### src/rtl/router_pkt_tx_if.sv
// Request, payload-stream and router-port signals of the router packet source.
// master: the packet source itself; slave: the traffic generator / router side.
interface router_pkt_tx_if;
    logic       start;
    logic [1:0] start_addr;
    logic [5:0] start_len;
    logic       ready;
    logic       bad_addr;
    logic [7:0] pl_data;
    logic       pl_valid;
    logic       pl_ready;
    logic [7:0] data_in;
    logic       pkt_valid;
    logic       busy;
    logic       error;
    logic       done;
    logic       pkt_err;

    modport master (
        input  start, start_addr, start_len, pl_data, pl_valid, busy, error,
        output ready, bad_addr, pl_ready, data_in, pkt_valid, done, pkt_err
    );

    modport slave (
        output start, start_addr, start_len, pl_data, pl_valid, busy, error,
        input  ready, bad_addr, pl_ready, data_in, pkt_valid, done, pkt_err
    );
endinterface

### src/rtl/router_pkt_tx.sv
// Router packet source: buffers a payload, then sends header, payload and parity
// to the router write port, stalling on busy and reporting the router error flag.
module router_pkt_tx #(
    parameter int unsigned MAX_LEN    = 63,
    parameter int unsigned GAP_CYCLES = 3
) (
    input  logic            clock,
    input  logic            resetn,
    router_pkt_tx_if.master bus
);

    localparam int unsigned     GapW    = $clog2(GAP_CYCLES + 1);
    localparam logic [6:0]      MaxLen  = 7'(MAX_LEN);
    localparam logic [GapW-1:0] GapInit = GapW'(GAP_CYCLES);

    typedef enum logic [2:0] {StIdle, StLoad, StHeader, StPayload, StParity, StGap} state_e;

    state_e          state_q, state_d;
    logic [1:0]      addr_q, addr_d;
    logic [5:0]      len_q, len_d;
    logic [5:0]      wr_cnt_q, wr_cnt_d;
    logic [5:0]      rd_cnt_q, rd_cnt_d;
    logic [7:0]      parity_q, parity_d;
    logic [GapW-1:0] gap_cnt_q, gap_cnt_d;
    logic            err_q, err_d;
    logic [7:0]      data_in_q, data_in_d;
    logic            pkt_valid_q, pkt_valid_d;
    logic            done_q, done_d;
    logic            pkt_err_q, pkt_err_d;
    logic            bad_addr_q, bad_addr_d;
    logic            buf_we;
    logic            hdr_enter;
    logic [7:0]      buffer_q [MAX_LEN];

    // Next-state, counters, parity/error tracking and the registered router byte
    always_comb begin
        state_d     = state_q;
        addr_d      = addr_q;
        len_d       = len_q;
        wr_cnt_d    = wr_cnt_q;
        rd_cnt_d    = rd_cnt_q;
        parity_d    = parity_q;
        gap_cnt_d   = gap_cnt_q;
        err_d       = err_q;
        done_d      = 1'b0;
        pkt_err_d   = 1'b0;
        bad_addr_d  = 1'b0;
        buf_we      = 1'b0;
        hdr_enter   = 1'b0;
        data_in_d   = 8'h00;
        pkt_valid_d = 1'b0;

        unique case (state_q)
            StIdle: begin
                if (bus.start) begin
                    if (bus.start_addr == 2'd3 || {1'b0, bus.start_len} > MaxLen) begin
                        bad_addr_d = 1'b1;
                    end else begin
                        addr_d   = bus.start_addr;
                        len_d    = bus.start_len;
                        wr_cnt_d = 6'd0;
                        if (bus.start_len == 6'd0) begin
                            state_d   = StHeader;
                            hdr_enter = 1'b1;
                        end else begin
                            state_d = StLoad;
                        end
                    end
                end
            end
            StLoad: begin
                if (bus.pl_valid) begin
                    buf_we   = 1'b1;
                    wr_cnt_d = wr_cnt_q + 6'd1;
                    if (wr_cnt_d == len_q) begin
                        state_d   = StHeader;
                        hdr_enter = 1'b1;
                    end
                end
            end
            StHeader: begin
                if (!bus.busy) begin
                    state_d = (len_q == 6'd0) ? StParity : StPayload;
                end
            end
            StPayload: begin
                if (!bus.busy) begin
                    parity_d = parity_q ^ data_in_q;
                    rd_cnt_d = rd_cnt_q + 6'd1;
                    if (rd_cnt_d == len_q) begin
                        state_d = StParity;
                    end
                end
            end
            StParity: begin
                if (!bus.busy) begin
                    state_d   = StGap;
                    gap_cnt_d = GapInit;
                    err_d     = err_q | bus.error;
                end
            end
            StGap: begin
                err_d = err_q | bus.error;
                if (gap_cnt_q == GapW'(1)) begin
                    state_d   = StIdle;
                    gap_cnt_d = '0;
                    done_d    = 1'b1;
                    pkt_err_d = err_d;
                end else begin
                    gap_cnt_d = gap_cnt_q - GapW'(1);
                end
            end
            default: state_d = StIdle;
        endcase

        // Header entry restarts parity, the read pointer and the error latch
        if (hdr_enter) begin
            parity_d = {len_d, addr_d};
            rd_cnt_d = 6'd0;
            err_d    = 1'b0;
        end

        // The router byte follows the next state so it changes on the transition edge;
        // while busy the state and counters hold, so the byte holds too.
        case (state_d)
            StHeader: begin
                data_in_d   = {len_d, addr_d};
                pkt_valid_d = 1'b1;
            end
            StPayload: begin
                data_in_d   = buffer_q[rd_cnt_d];
                pkt_valid_d = 1'b1;
            end
            StParity: data_in_d = parity_d;
            default:  ;
        endcase
    end

    // State and output registers
    always_ff @(posedge clock or negedge resetn) begin
        if (!resetn) begin
            state_q     <= StIdle;
            addr_q      <= 2'd0;
            len_q       <= 6'd0;
            wr_cnt_q    <= 6'd0;
            rd_cnt_q    <= 6'd0;
            parity_q    <= 8'h00;
            gap_cnt_q   <= '0;
            err_q       <= 1'b0;
            data_in_q   <= 8'h00;
            pkt_valid_q <= 1'b0;
            done_q      <= 1'b0;
            pkt_err_q   <= 1'b0;
            bad_addr_q  <= 1'b0;
        end else begin
            state_q     <= state_d;
            addr_q      <= addr_d;
            len_q       <= len_d;
            wr_cnt_q    <= wr_cnt_d;
            rd_cnt_q    <= rd_cnt_d;
            parity_q    <= parity_d;
            gap_cnt_q   <= gap_cnt_d;
            err_q       <= err_d;
            data_in_q   <= data_in_d;
            pkt_valid_q <= pkt_valid_d;
            done_q      <= done_d;
            pkt_err_q   <= pkt_err_d;
            bad_addr_q  <= bad_addr_d;
        end
    end

    // Payload buffer write port; contents need no reset
    always_ff @(posedge clock) begin
        if (buf_we) begin
            buffer_q[wr_cnt_q] <= bus.pl_data;
        end
    end

    assign bus.ready     = (state_q == StIdle);
    assign bus.pl_ready  = (state_q == StLoad);
    assign bus.data_in   = data_in_q;
    assign bus.pkt_valid = pkt_valid_q;
    assign bus.done      = done_q;
    assign bus.pkt_err   = pkt_err_q;
    assign bus.bad_addr  = bad_addr_q;

endmodule

### src/flat_wrapper.sv
// flat-port wrapper written by rule: the top's interface ports become plain ports
module router_pkt_tx_flat 
#(
    parameter int unsigned MAX_LEN    = 63,
    parameter int unsigned GAP_CYCLES = 3
)
  (clock, resetn, bus_start, bus_start_addr, bus_start_len, bus_pl_data, bus_pl_valid, bus_busy, bus_error, bus_ready, bus_bad_addr, bus_pl_ready, bus_data_in, bus_pkt_valid, bus_done, bus_pkt_err);
  router_pkt_tx_if bus_i ();
  input  logic clock;
  input  logic resetn;
  input wire logic [$bits(bus_i.start)-1:0] bus_start;
  input wire logic [$bits(bus_i.start_addr)-1:0] bus_start_addr;
  input wire logic [$bits(bus_i.start_len)-1:0] bus_start_len;
  input wire logic [$bits(bus_i.pl_data)-1:0] bus_pl_data;
  input wire logic [$bits(bus_i.pl_valid)-1:0] bus_pl_valid;
  input wire logic [$bits(bus_i.busy)-1:0] bus_busy;
  input wire logic [$bits(bus_i.error)-1:0] bus_error;
  output wire logic [$bits(bus_i.ready)-1:0] bus_ready;
  output wire logic [$bits(bus_i.bad_addr)-1:0] bus_bad_addr;
  output wire logic [$bits(bus_i.pl_ready)-1:0] bus_pl_ready;
  output wire logic [$bits(bus_i.data_in)-1:0] bus_data_in;
  output wire logic [$bits(bus_i.pkt_valid)-1:0] bus_pkt_valid;
  output wire logic [$bits(bus_i.done)-1:0] bus_done;
  output wire logic [$bits(bus_i.pkt_err)-1:0] bus_pkt_err;
  assign bus_i.start = bus_start;
  assign bus_i.start_addr = bus_start_addr;
  assign bus_i.start_len = bus_start_len;
  assign bus_i.pl_data = bus_pl_data;
  assign bus_i.pl_valid = bus_pl_valid;
  assign bus_i.busy = bus_busy;
  assign bus_i.error = bus_error;
  assign bus_ready = bus_i.ready;
  assign bus_bad_addr = bus_i.bad_addr;
  assign bus_pl_ready = bus_i.pl_ready;
  assign bus_data_in = bus_i.data_in;
  assign bus_pkt_valid = bus_i.pkt_valid;
  assign bus_done = bus_i.done;
  assign bus_pkt_err = bus_i.pkt_err;
  router_pkt_tx #(.MAX_LEN(MAX_LEN), .GAP_CYCLES(GAP_CYCLES)) u_core (.clock(clock), .resetn(resetn), .bus(bus_i));
endmodule
### config.mk
export PLATFORM = sky130hd
export DESIGN_NAME = router_pkt_tx_flat
export DESIGN_NICKNAME = d
export VERILOG_FILES = /design/src/rtl/router_pkt_tx_if.sv /design/src/rtl/router_pkt_tx.sv /design/src/flat_wrapper.sv
export SDC_FILE = /design/constraint.sdc
export NUM_CORES = 1
export LEC_CHECK = 0
export CAP_MARGIN = 5
export CORE_MARGIN = 4
export CORE_UTILIZATION = 25
export DETAILED_ROUTE_END_ITERATION = 10
export SETUP_SLACK_MARGIN = 0.1
export SYNTH_ARGS = -nofsm -noshare
export SYNTH_HDL_FRONTEND = slang
export SYNTH_SLANG_ARGS = --single-unit
### constraint.sdc
create_clock -name clock -period 3.98 [get_ports clock]
set_input_delay 0.995 -clock clock [delete_from_list [all_inputs] [get_ports clock]]
set_output_delay 0.995 -clock clock [all_outputs]
set_load 0.05 [all_outputs]
After elaboration in Yosys (flattened, before gate mapping)
Memories as Yosys holds them, arrays and structs flattened.
Cells that the tools add are included.
Widths: inputs -> output; s select.
{ "totals": {"register_bits": 46, "ramBits": 504, "out_inout_bits": 14, "wordCells": 99, "memories": 1} }
{ "mem_list": {"columns": ["name", "words", "width", "read_ports", "rd_clocked_by_memory_dff", "write_ports", "line_no", "rtl"], "rows": [
  ["u_core.buffer_q", 63, 8, 1, 0, 1, "router_pkt_tx.sv:33", "logic [7:0] buffer_q [MAX_LEN];"]
]} }
{ "op_classes": {"addsub": 3, "n_eq_ne": 17, "mux": 53, "bitwise": 2, "n_reduce_logical": 10} }
{ "ops": {"columns": ["operator", "n"], "rows": [
  ["$mux 6", 9],
  ["$mux 3", 10],
  ["$mux 8", 3],
  ["$pmux 8 s3", 1],
  ["$mux 1", 19],
  ["$pmux 3 s6", 1],
  ["$add 6x1->6 const B", 2],
  ["$eq 3x2->1 const B", 4],
  ["$eq 6x6->1", 2],
  ["$logic_not 6->1", 2],
  ["$mux 2", 6],
  ["$pmux 6 s2", 1],
  ["$eq 3x3->1 const B", 3],
  ["$ne 2x2->1 const B", 4],
  ["$xor 8x8->8", 1],
  ["$pmux 1 s2", 2],
  ["$pmux 2 s2", 1],
  ["$reduce_and 2->1", 2],
  ["$reduce_and 4->1", 1],
  ["$reduce_bool 2->1", 2],
  ["$eq 3x1->1 const B", 1],
  ["$logic_not 3->1", 1],
  ["$ne 3x2->1 const B", 1],
  ["$reduce_bool 3->1", 1],
  ["5 further kinds", 5]
]} }

Depth between registers and ports, before layout
Gate-level depths: netlist of the first run.
{ "depth": {"word_depth": 8, "ltp_mapped": 15} }

Least setup slack after synthesis of the first run
OpenSTA, ideal clock, no wires.
{ "synth_path": {"kind": "input to register", "startpoint": "input bus_busy", "endpoint": "register u_core.data_in_q[3], in the netlist u_core.bus.data_in[3]", "setup_time_ns": 0.139, "arrival_ns": 3.365, "t_required_ns": 3.841, "slack_ns": 0.476, "path_stages": 12, "n_path_buf": 5, "path_cell_list": "nand4bb_1 > clkbuf_1 > buf_2 > xnor2_1 > clkbuf_1 > buf_2 > clkbuf_1 > mux2i_1 > o22ai_1 > a32o_1 > a22oi_1 > o221ai_1"} }
{ "synth_between": {"elab_chain_len": 5} }
{ "synth_rtl": {"columns": ["element", "line_no", "rtl"], "rows": [
  ["start, declared", "flat_wrapper.sv:16", "input wire logic [$bits(bus_i.busy)-1:0] bus_busy;"],
  ["$mux 6", "router_pkt_tx.sv:87", "if (!bus.busy) begin"],
  ["$mux 6", "router_pkt_tx.sv:53", "unique case (state_q)"],
  ["$mux 6", "router_pkt_tx.sv:117", "if (hdr_enter) begin"],
  ["$mem_v2 63x8", null, null],
  ["$pmux 8 s3 *", "router_pkt_tx.sv:125", "case (state_d)"],
  ["net u_core.data_in_d[3]", "router_pkt_tx.sv:26", "logic [7:0] data_in_q, data_in_d;"],
  ["end signal, assigned", "router_pkt_tx.sv:164", "data_in_q <= data_in_d;"],
  ["end, declared", "router_pkt_tx.sv:26", null]
]} }
The timed path passes the listed nets; every way through them passes the cells marked *.
A chain may end at the register's enable or synchronous reset.

Worst setup path after layout of the first run
{ "layout_path": {"startpoint": "input bus_start_len[2]", "endpoint": "register u_core.data_in_q[5], in the netlist u_core.bus.data_in[5]"} }
{ "layout_between": {"elab_chain_len": 8} }
{ "layout_rtl": {"columns": ["element", "line_no", "rtl"], "rows": [
  ["start, declared", "flat_wrapper.sv:13", "input wire logic [$bits(bus_i.start_len)-1:0] bus_start_len;"],
  ["$logic_not 6->1 *", "router_pkt_tx.sv:62", "if (bus.start_len == 6'd0) begin"],
  ["$mux 1", "router_pkt_tx.sv:62", null],
  ["$mux 1", "router_pkt_tx.sv:56", "if (bus.start_addr == 2'd3 || {1'b0, bus.start_len} > MaxLen) begin"],
  ["$mux 1", "router_pkt_tx.sv:55", "if (bus.start) begin"],
  ["$pmux 1 s2", "router_pkt_tx.sv:53", null],
  ["$mux 6", "router_pkt_tx.sv:117", null],
  ["$mem_v2 63x8", null, null],
  ["$pmux 8 s3 *", "router_pkt_tx.sv:125", null],
  ["net u_core.data_in_d[5]", "router_pkt_tx.sv:26", null]
]} }
Marks and branches as above.

==> results by stage, run 1 <==
Pwr:
- The power spent charging and discharging nets is around 6.7 mW.
- The relative contribution of sequential cells to total power is between 30% and 40%.
- The power density over the cells is approximately 660 nW/um^2.
- Net switching is 35.51% of the power.
- VDD sags by at most between 0.0004 and 0.0005 V.
- The cell leakage power is around 9.7 nW.
- The clock network accounts for approximately 28% of the total power.
- The share of power burned in combinational logic is 36.5%.
- The design internal power is 12.23 mW.

Clocking:
- TritonCTS built the clock tree.
- Buffers inserted to repair hold after CTS numbered 0.
- At the later pin of the worst-skew pair, clock insertion delay measures between 600 and 700 ps.
- The number of buffers on the longest clock path is 3.
- The root buffer cell is sky130_fd_sc_hd__clkbuf_16.
- The clock drives between 500 and 600 sinks.
- Clock-pin slew was measured on the worst setup and hold paths at ~60 ps.
- Counting the buffers created by CTS gives 57.
- The number of H-tree branching levels is 2.

Die:
- The die height is 310.0 um.
- Measured along the x axis, the die boundary spans roughly 310 um.
- Once the floorplan was initialized, standard cells occupied between 20% and 30% of the core.
- The core footprint is 90,290 um^2.
- The die covers 96,080 um^2.
- The I/O pin count is 36.
- The count of standard-cell rows is 110.

Worst setup path:
- The endpoint identified for the worst register-to-register timing path is u_core.bus.data_in[2].
- Data on the critical path arrives at its endpoint at 4330 ps.
- For flop-to-flop paths, the worst setup slack is around 230 ps.
- In this run the worst path has a maximum fanout of 14.
- The startpoint kind of the worst setup timing path is an input port.
- The endpoint class of the critical path is a flop.
- By startpoint and endpoint, the worst setup path is classified as input port to flop.
- For this run, the slowest stage of the critical path takes 570 ps.
- The required time of the worst setup path is 4420 ps.
- The largest delay contributor family on the critical path is simple AND/OR/NAND/NOR gates.
- The launch point of the worst reg-to-reg path is u_core.state_q[1].
- The critical path goes through clkdlybuf4s50_1 -> or3_1 -> or4_4 -> nand2_1 -> buf_4 -> a21oi_1 -> or2_2 -> a222oi_1 -> o32a_1 -> o221ai_1.
- Measured in cells, the most critical reg-to-reg path has a length of 13.
- The number of buffer and inverter stages on the critical path is 2.
- The library cell contributing the largest single delay on the critical path is sky130_fd_sc_hd__or4_4.

STA:
- Based on the critical path, the design can be clocked at up to 0.2573 GHz.
- The count of final hold-check violations is 0.
- In the finished design, the share of the clock period the worst path needs comes to 97.65%.
- The count of pins over their slew limit is 0.
- For the pin with the worst max-slew slack, the measured transition is ~1200 ps.
- The worst slew margin relative to its limit is roughly 22%.
- The number of setup violations in the final report is 0.
- The worst slack on hold paths is about 450 ps.
- Setup repair after global routing could not meet its margin everywhere.
- The clock skew is about 16 ps.
- Counting I/O delays and the setup requirement, the final critical path takes roughly 3900 ps.

Detailed routing:
- Once detail routing completed, the nets flagged for antenna violations numbered 0.
- For this block, the via count after detailed routing is between 15,000 and 20,000.
- The routed design has between 70,000 and 80,000 um of wire.
- The detail-routed net length per standard cell is about 24 um.
- The detailed router's first-iteration violation count is ~2,000.
- The count of TritonRoute iterations in the first routing pass is 5.
- For this run, design rule violations remaining after detail routing come to 0.
- Using the TritonRoute via totals, the vias-per-cell ratio works out to ~5.

Flow run:
- The number of max-cap violations is 0.

Placement:
- The routability-driven placement congestion ratio is 0.9857.
- In this run, placement finished with an instance count of 3,059.
- The number of port buffers is 35.
- Summing all placed instances gives a cell area of between 20,000 and 30,000 um^2.
- The post-detailed-placement half-perimeter wirelength is between 50,000 and 60,000 um.

Logic synthesis:
- Synthesis inferred 550 register bits.
- Each instance of the synthesized netlist takes up on average 13.96 um^2.
- The synthesized design contains roughly 500 enable-type register cells.
- After synthesis, the share of flip-flops with an asynchronous set or reset is between 8 and 9%.
- For this run, the leading register cell type out of synthesis is sky130_fd_sc_hd__edfxtp_1.
- The share of the Yosys chip area taken by registers is around 71%.
- Yosys attributes the largest share of cell area to sky130_fd_sc_hd__edfxtp_1 66%, sky130_fd_sc_hd__dfrtp_1 5.0%, sky130_fd_sc_hd__nand2_1 3.1%.
- The most common cell in the netlist is sky130_fd_sc_hd__edfxtp_1.
- The synthesized design spends more area on one cell type than any other, namely sky130_fd_sc_hd__edfxtp_1.
- The portion of synthesized cell area occupied by the leading cell type is between 60% and 70%.
- The synthesis warning total is 0.
- The count of distinct cell types in the synthesized netlist is 83.
- The cell count after synthesis came out at approximately 1,600.
- The number of nets produced by synthesis is roughly 1,700.
- The commonest cells after synthesis are 504 x sky130_fd_sc_hd__edfxtp_1, 189 x sky130_fd_sc_hd__nand2_1, 129 x sky130_fd_sc_hd__nor2_1.
- The synthesized netlist occupies a cell area of about 23,000 um^2.

GRT:
- The largest net degree at the start of global routing is 50.
- The number of global-route vias before repair came to ~16,000.
- The initial antenna violation count is 5.
- For this run the aggregate overflow at the end of global routing stands at 0.
- The first global-routing pass estimated roughly 110,000 um of wire.
- Global routing used between 10% and 20% of the available tracks.

Final layout:
- The layout-stage area growth over the synthesis result is 25.87%.
- The number of fillers in the final layout is ~8,900.
- Measured on the finished design, the core utilization comes to 31.78%.
- The post-layout instance area is between 20,000 and 30,000 um^2.
- Cells with a size suffix above 1 make up 23.60% of the layout.
- The total number of nets in the final design is approximately 2,000.
- The final cell count without fillers is approximately 3,200.

Outcome:
- The run finished with clean final reports.

Min path:
- The classification of the worst-slack hold path is input port to async pin.
==> layer usage <==
layer / GRT usage [%] / vias up / part of all wire [%]
li1: - / 7047 / -
met1: 20.64 / 8142 / 42
met2: 24.18 / 811 / 45
met3: 3.117 / 185 / 8.5
met4: 7.191 / 8 / 5.0
met5: 0 / - / 0.072
==> power by group through the flow <==
stage	sequential [mW]	clock, mW	combinational (mW)
CTS	6.82	5.29	6.74
finish	6.83	5.21	6.93
detailed placement	6.94	0	6.69
floorplan	6.97	0	3.39
global route	6.85	5.57	7.28
global placement	6.93	0	6.62
==> area by class of cell <==
| type | count | area, um^2 | share of cell area [%] |
|---|---|---|---|
| Antenna cell | 2 | 5.005 | 0.01744 |
| Clock inverter | 33 | 320.3 | 1.116 |
| Inverter | 25 | 95.09 | 0.3314 |
| Sequential cell | 550 | 16290 | 56.77 |
| Timing Repair Buffer | 343 | 2855 | 9.951 |
| Tap cell | 1176 | 1471 | 5.128 |
| Multi-Input combinational cell | 966 | 6160 | 21.47 |
| Clock buffer | 70 | 1496 | 5.215 |
==> worst max-delay path by stage <==
| stage | start | slack (ps) | cells after the start | endpoint |
|---|---|---|---|---|
| finish | bus_start_len[2] | 90 | 10 | u_core.bus.data_in[5] |
| global placement | bus_busy | -760 | 13 | u_core.bus.data_in[5] |
| detailed placement | bus_busy | -650 | 13 | u_core.bus.data_in[5] |
| CTS | u_core.wr_cnt_q[2] | 110 | 11 | u_core.bus.data_in[7] |
| floorplan | bus_busy | 480 | 12 | u_core.bus.data_in[3] |
| global route | bus_busy | 70 | 16 | u_core.bus.data_in[5] |
==> cell usage in the layout (no fill, tap or decap), drive strengths merged, types with 6 or more instances in the layout <==
cell / Yosys / routed
a211oi: 27 / 27
a31oi: 22 / 22
a22oi: 15 / 15
inv: 24 / 26
o2bb2ai: 10 / 10
edfxtp: 504 / 504
a21o: 7 / 7
clkbuf: 41 / 70
xor2: 7 / 7
a2bb2oi: 6 / 6
nand2: 191 / 191
o22ai: 34 / 34
o211ai: 21 / 21
xnor2: 19 / 19
buf: 51 / 317
nand3: 33 / 33
o21a: 7 / 7
nor2: 130 / 130
clkinv: 1 / 24
a21oi: 70 / 70
and2: 6 / 6
o21ai: 69 / 69
nor4: 9 / 9
or3: 15 / 15
and3: 10 / 10
mux2i: 37 / 37
o221ai: 30 / 30
mux2: 18 / 18
clkdlybuf4s50: 0 / 26
a311oi: 11 / 11
a22o: 7 / 7
dfrtp: 46 / 46
a221oi: 36 / 36
a222oi: 6 / 6
nor3: 28 / 28
a221o: 11 / 11
==> flip-flops by register name (all words and copies together) (netlist names) <==
signal,flops
u_core.len_q,6
u_core.err_q,1
u_core.bus.bad_addr,1
u_core.bus.data_in,8
u_core.wr_cnt_q,6
u_core.state_q,3
u_core.buffer_q,504
u_core.addr_q,2
u_core.bus.pkt_err,1
u_core.gap_cnt_q,2
u_core.parity_q,8
u_core.bus.pkt_valid,1
u_core.bus.done,1
u_core.rd_cnt_q,6
==> timing repair <==
action                                  CTS  global route
gates resized for setup                   5            26
pin swaps                                 0             5
setup buffers                             0             1
cloned                                    0             0
endpoints found under the setup margin    4             6
==> cells by family (layout without fill, tap and decap cells) <==
| kind of cell | count (synthesis) | count (layout) | share of synthesized area [%] |
|---|---|---|---|
| adder cells (fa/ha/maj) | 3 | 3 | 0.1647 |
| flip-flops | 550 | 550 | 71.44 |
| multiplexers | 56 | 56 | 2.613 |
| AND/OR/NAND/NOR | 449 | 449 | 8.787 |
| other | 0 | 2 | 0 |
| AO/OA/AOI/OAI | 432 | 432 | 13.72 |
| XOR/XNOR | 26 | 26 | 0.9990 |
| buffers and inverters | 117 | 471 | 2.272 |
==> metrics by stage <==
step | power, mW | TNS [ps] | setup WS [ps]
floorplan | 10.35 | 0 | 476.1
global placement | 13.55 | -4512 | -761.5
detailed placement | 13.63 | -4218 | -648.9
CTS | 18.85 | 0 | 108.1
global route | 19.70 | 0 | 69.88
finish | 18.96 | 0 | 93.47
Power figures use the tool's default switching activity.
==> run 2, diff against run 1 <==
--- a/config.mk
+++ b/config.mk
@@ -5,10 +5,12 @@
 export SDC_FILE = /design/constraint.sdc
 export NUM_CORES = 1
 export LEC_CHECK = 0
-export CAP_MARGIN = 5
+export CAP_MARGIN = 40
 export CORE_MARGIN = 4
 export CORE_UTILIZATION = 25
 export DETAILED_ROUTE_END_ITERATION = 10
+export PLACE_DENSITY = 0.41
+export RECOVER_POWER = 25
 export SETUP_SLACK_MARGIN = 0.1
 export SYNTH_ARGS = -nofsm -noshare
 export SYNTH_HDL_FRONTEND = slang
==> results by stage, run 2 (same netlist as run 1, synthesis figures left out) <==
Pwr:
- The power density over the cells is 678.2 nW/um^2.
- The share of total power dissipated in the clock network is 28.3%.
- The analysis attributes to cell leakage a power of between 10 and 15 nW.
- Combinational logic burns approximately 38% of the power.
- In this run the power spent charging and discharging nets is between 7 and 8 mW.
- The internal power of the cells totals roughly 13 mW.
- Sequential cells burn about a third of the power.
- VDD sags by at most 0.0003661 V.
- Of the total power, the share spent switching nets is 35.26%.

STA:
- Setup repair after global routing could not meet its margin everywhere.
- The setup total negative slack is 0 ps.
- The worst slew margin relative to its limit is -35.86%.
- Timing would allow up to 0.2609 GHz.
- The time the worst path needs with I/O delays and setup is between 3000 and 4000 ps.
- The clock skew is 17.12 ps.
- The count of final hold-check violations was 0.
- The count of pins over their slew limit came to roughly 150.
- After layout, the worst path uses 96.32% of the clock period.
- The worst path meets setup with roughly 150 ps of slack.
- For the pin with the worst max-slew slack, the measured transition is 2038 ps.
- Setup violations remaining at the end of the flow were counted as 0.

Worst setup path:
- The number of cells traversed by the worst register-to-register path is 12.
- Following the worst setup path forward leads to its endpoint at u_core.bus.data_in[7].
- The worst register-to-register path ends at u_core.bus.data_in[7].
- The first element of the critical path is bus_start_len[3].
- The arrival time of data at the critical path endpoint is about 4400 ps.
- The register-to-register setup slack is between 150 and 200 ps.
- The critical setup path kind is input port to flop.
- The biggest fanout along the worst timing path is 11.
- The worst register-to-register path begins at u_core.wr_cnt_q[1].
- STA puts the critical path data required time at around 4500 ps.
- The worst setup path is launched from an input port.
- The worst setup path is captured at a flop.

Clocking:
- The clock latency on the worst-skew pair is around 630 ps.
- The clock passes through at most 3 buffers.
- After clock tree synthesis, the clock-pin slew on the worst setup and hold paths is approximately 60 ps.
- The CTS tree is done.
- The total clock sinks is 550.
- In this run the number of H-tree levels came out at 2.
- The root buffer cell is sky130_fd_sc_hd__clkbuf_16.
- The number of buffers created by CTS is between 60 and 70.

GRT:
- The wire length of the first global-routing pass is approximately 120,000 um.
- In the global route stage, overall resource usage came out at between 10% and 20%.
- Summed over all layers, the global routing overflow is 0.
- The initial antenna violation count came to 0.
- Entering global routing, the biggest net connects 64 pins.
- The number of global-route vias before repair is roughly 16,000.

Final layout:
- Relative to the synthesized area, the layout overhead comes to 29.00%.
- The top cell types in the final layout, fill and taps aside, are 504 x sky130_fd_sc_hd__edfxtp_1, 320 x sky130_fd_sc_hd__buf_4, 189 x sky130_fd_sc_hd__nand2_1.
- The post-route netlist has 24.63% of its cells at a drive strength greater than 1.
- The post-layout instance area is between 20,000 and 30,000 um^2.
- At the end of the flow, the number of nets in the layout was about 2,000.
- The number of flip-flops in the largest register is between 500 and 600.
- The library cell used most frequently in the layout, excluding fill and tap cells, is sky130_fd_sc_hd__edfxtp_1.
- The most flop-heavy register is u_core.buffer_q.

Detailed routing:
- The detail-routed net length per standard cell is between 20 and 30 um.
- The first TritonRoute pass finished after 5 iterations.
- The number of remaining DRC errors is 0.
- The overall routed net length is 83,210 um.
- Dividing the detail-routed via count by the number of cells gives slightly below 5.
- The residual antenna-violating net count after detailed routing is 0.
- For this block, the initial DRC count from the detailed router was about 1,300.
- The overall via count from detail_route is about 16,000.

Placement:
- The post-detailed-placement half-perimeter wirelength is 59,370 um.
- In this run the cell area measured after placement is approximately 27,000 um^2.
- At the end of routability-driven placement, the weighted congestion stood at 0.8792.
- The pre-CTS setup slack is -667.7 ps.
- During placement, the flow inserted port buffers numbering 35.

Die:
- The I/O pin count is 36.
- The initial utilization of the core area, before any placement, comes to between 20% and 30%.
- The die height is 310.0 um.
- The die covers ~96,000 um^2.
- The die span in x is approximately 310 um.
- After floorplanning, the core was divided into 110 placement rows.
- The total area inside the core boundary comes to 90,290 um^2.

Min path:
- The classification of the worst-slack hold path is input port to async pin.

Flow run:
- The number of max-cap violations is 5.

Outcome:
- The flow ran to the end, but the final reports show violations.
- The checks that failed: capacitance limit, slew limit.
==> run 2: cell count changes in the layout (fill, tap and decap cells not counted), sizes merged <==
cell	change
clkbuf	+26
clkinvlp	-1
bufinv	+2
buf	+40
diode	-1
==> run 2: worst min-delay path by stage <==
| stage | from | endpoint | depth (start not counted) |
|---|---|---|---|
| 3_3_place_gp | u_core.err_q | u_core.bus.pkt_err | 1 |
| 5_1_grt | resetn | u_core.addr_q[0] | 1 |
| 2_1_floorplan | u_core.err_q | u_core.bus.pkt_err | 1 |
| 3_5_place_dp | u_core.err_q | u_core.bus.pkt_err | 1 |
| 6_report | resetn | u_core.parity_q[2] | 1 |
| 4_1_cts | resetn | u_core.addr_q[0] | 1 |
==> run 2: stage by stage <==
step	instances	util, %	power, mW	hold WS [ps]
floorplan	1633	-	10.35	451.7
global placement	3107	30.19	14.19	457.8
detailed placement	3112	30.28	14.21	484.1
CTS	3228	32.55	19.98	213.4
global route	3230	32.57	20.82	359.3
finish	3231	32.57	19.94	336.0
==> run 2: layout make-up <==
| class | instances | area, um^2 |
|---|---|---|
| clock buffers | 79 | 1615 |
| repair buffers | 400 | 3428 |
| flip-flops and latches | 550 | 16290 |
| fillers | 8947 | 60880 |
| multi-input cells | 966 | 6135 |
| diodes | 1 | 2.502 |
| clock inverters | 34 | 374.1 |
| inverters | 25 | 95.09 |
| well taps | 1176 | 1471 |
==> run 2: power by group through the flow <==
| stage | Combinational (mW) | Sequential [mW] | Clock [mW] |
|---|---|---|---|
| 2_1_floorplan | 3.39 | 6.97 | 0 |
| 3_3_place_gp | 7.28 | 6.92 | 0 |
| 3_5_place_dp | 7.29 | 6.92 | 0 |
| 4_1_cts | 7.41 | 6.80 | 5.77 |
| 5_1_grt | 7.97 | 6.83 | 6.02 |
| 6_report | 7.50 | 6.81 | 5.64 |
==> run 2: repair_timing <==
item / CTS / global route
resized for setup: 3 / 18
setup buffers: 3 / 2
endpoints found under the setup margin: 3 / 7
pin swaps: 1 / 2
hold buffers: 0 / 0
==> run 2: worst max-delay path: stages <==
cell                              delay [ps]
sky130_fd_sc_hd__clkdlybuf4s50_1         430
sky130_fd_sc_hd__or3_1                   480
sky130_fd_sc_hd__or4_4                   530
sky130_fd_sc_hd__nand2_1                 230
sky130_fd_sc_hd__buf_12                  190
sky130_fd_sc_hd__buf_4                   250
sky130_fd_sc_hd__o21ai_0                 120
sky130_fd_sc_hd__a32oi_1                 170
sky130_fd_sc_hd__nor3_1                  100
sky130_fd_sc_hd__or4_1                   690
sky130_fd_sc_hd__o2111ai_1               150
==> run 2: per-layer routing <==
metal | wire length [um] | GRT usage, %
met1 | 38670 | 24.40
met2 | 38610 | 27.61
met3 | 3755 | 2.137
met4 | 2172 | 4.503
met5 | 0 | 0
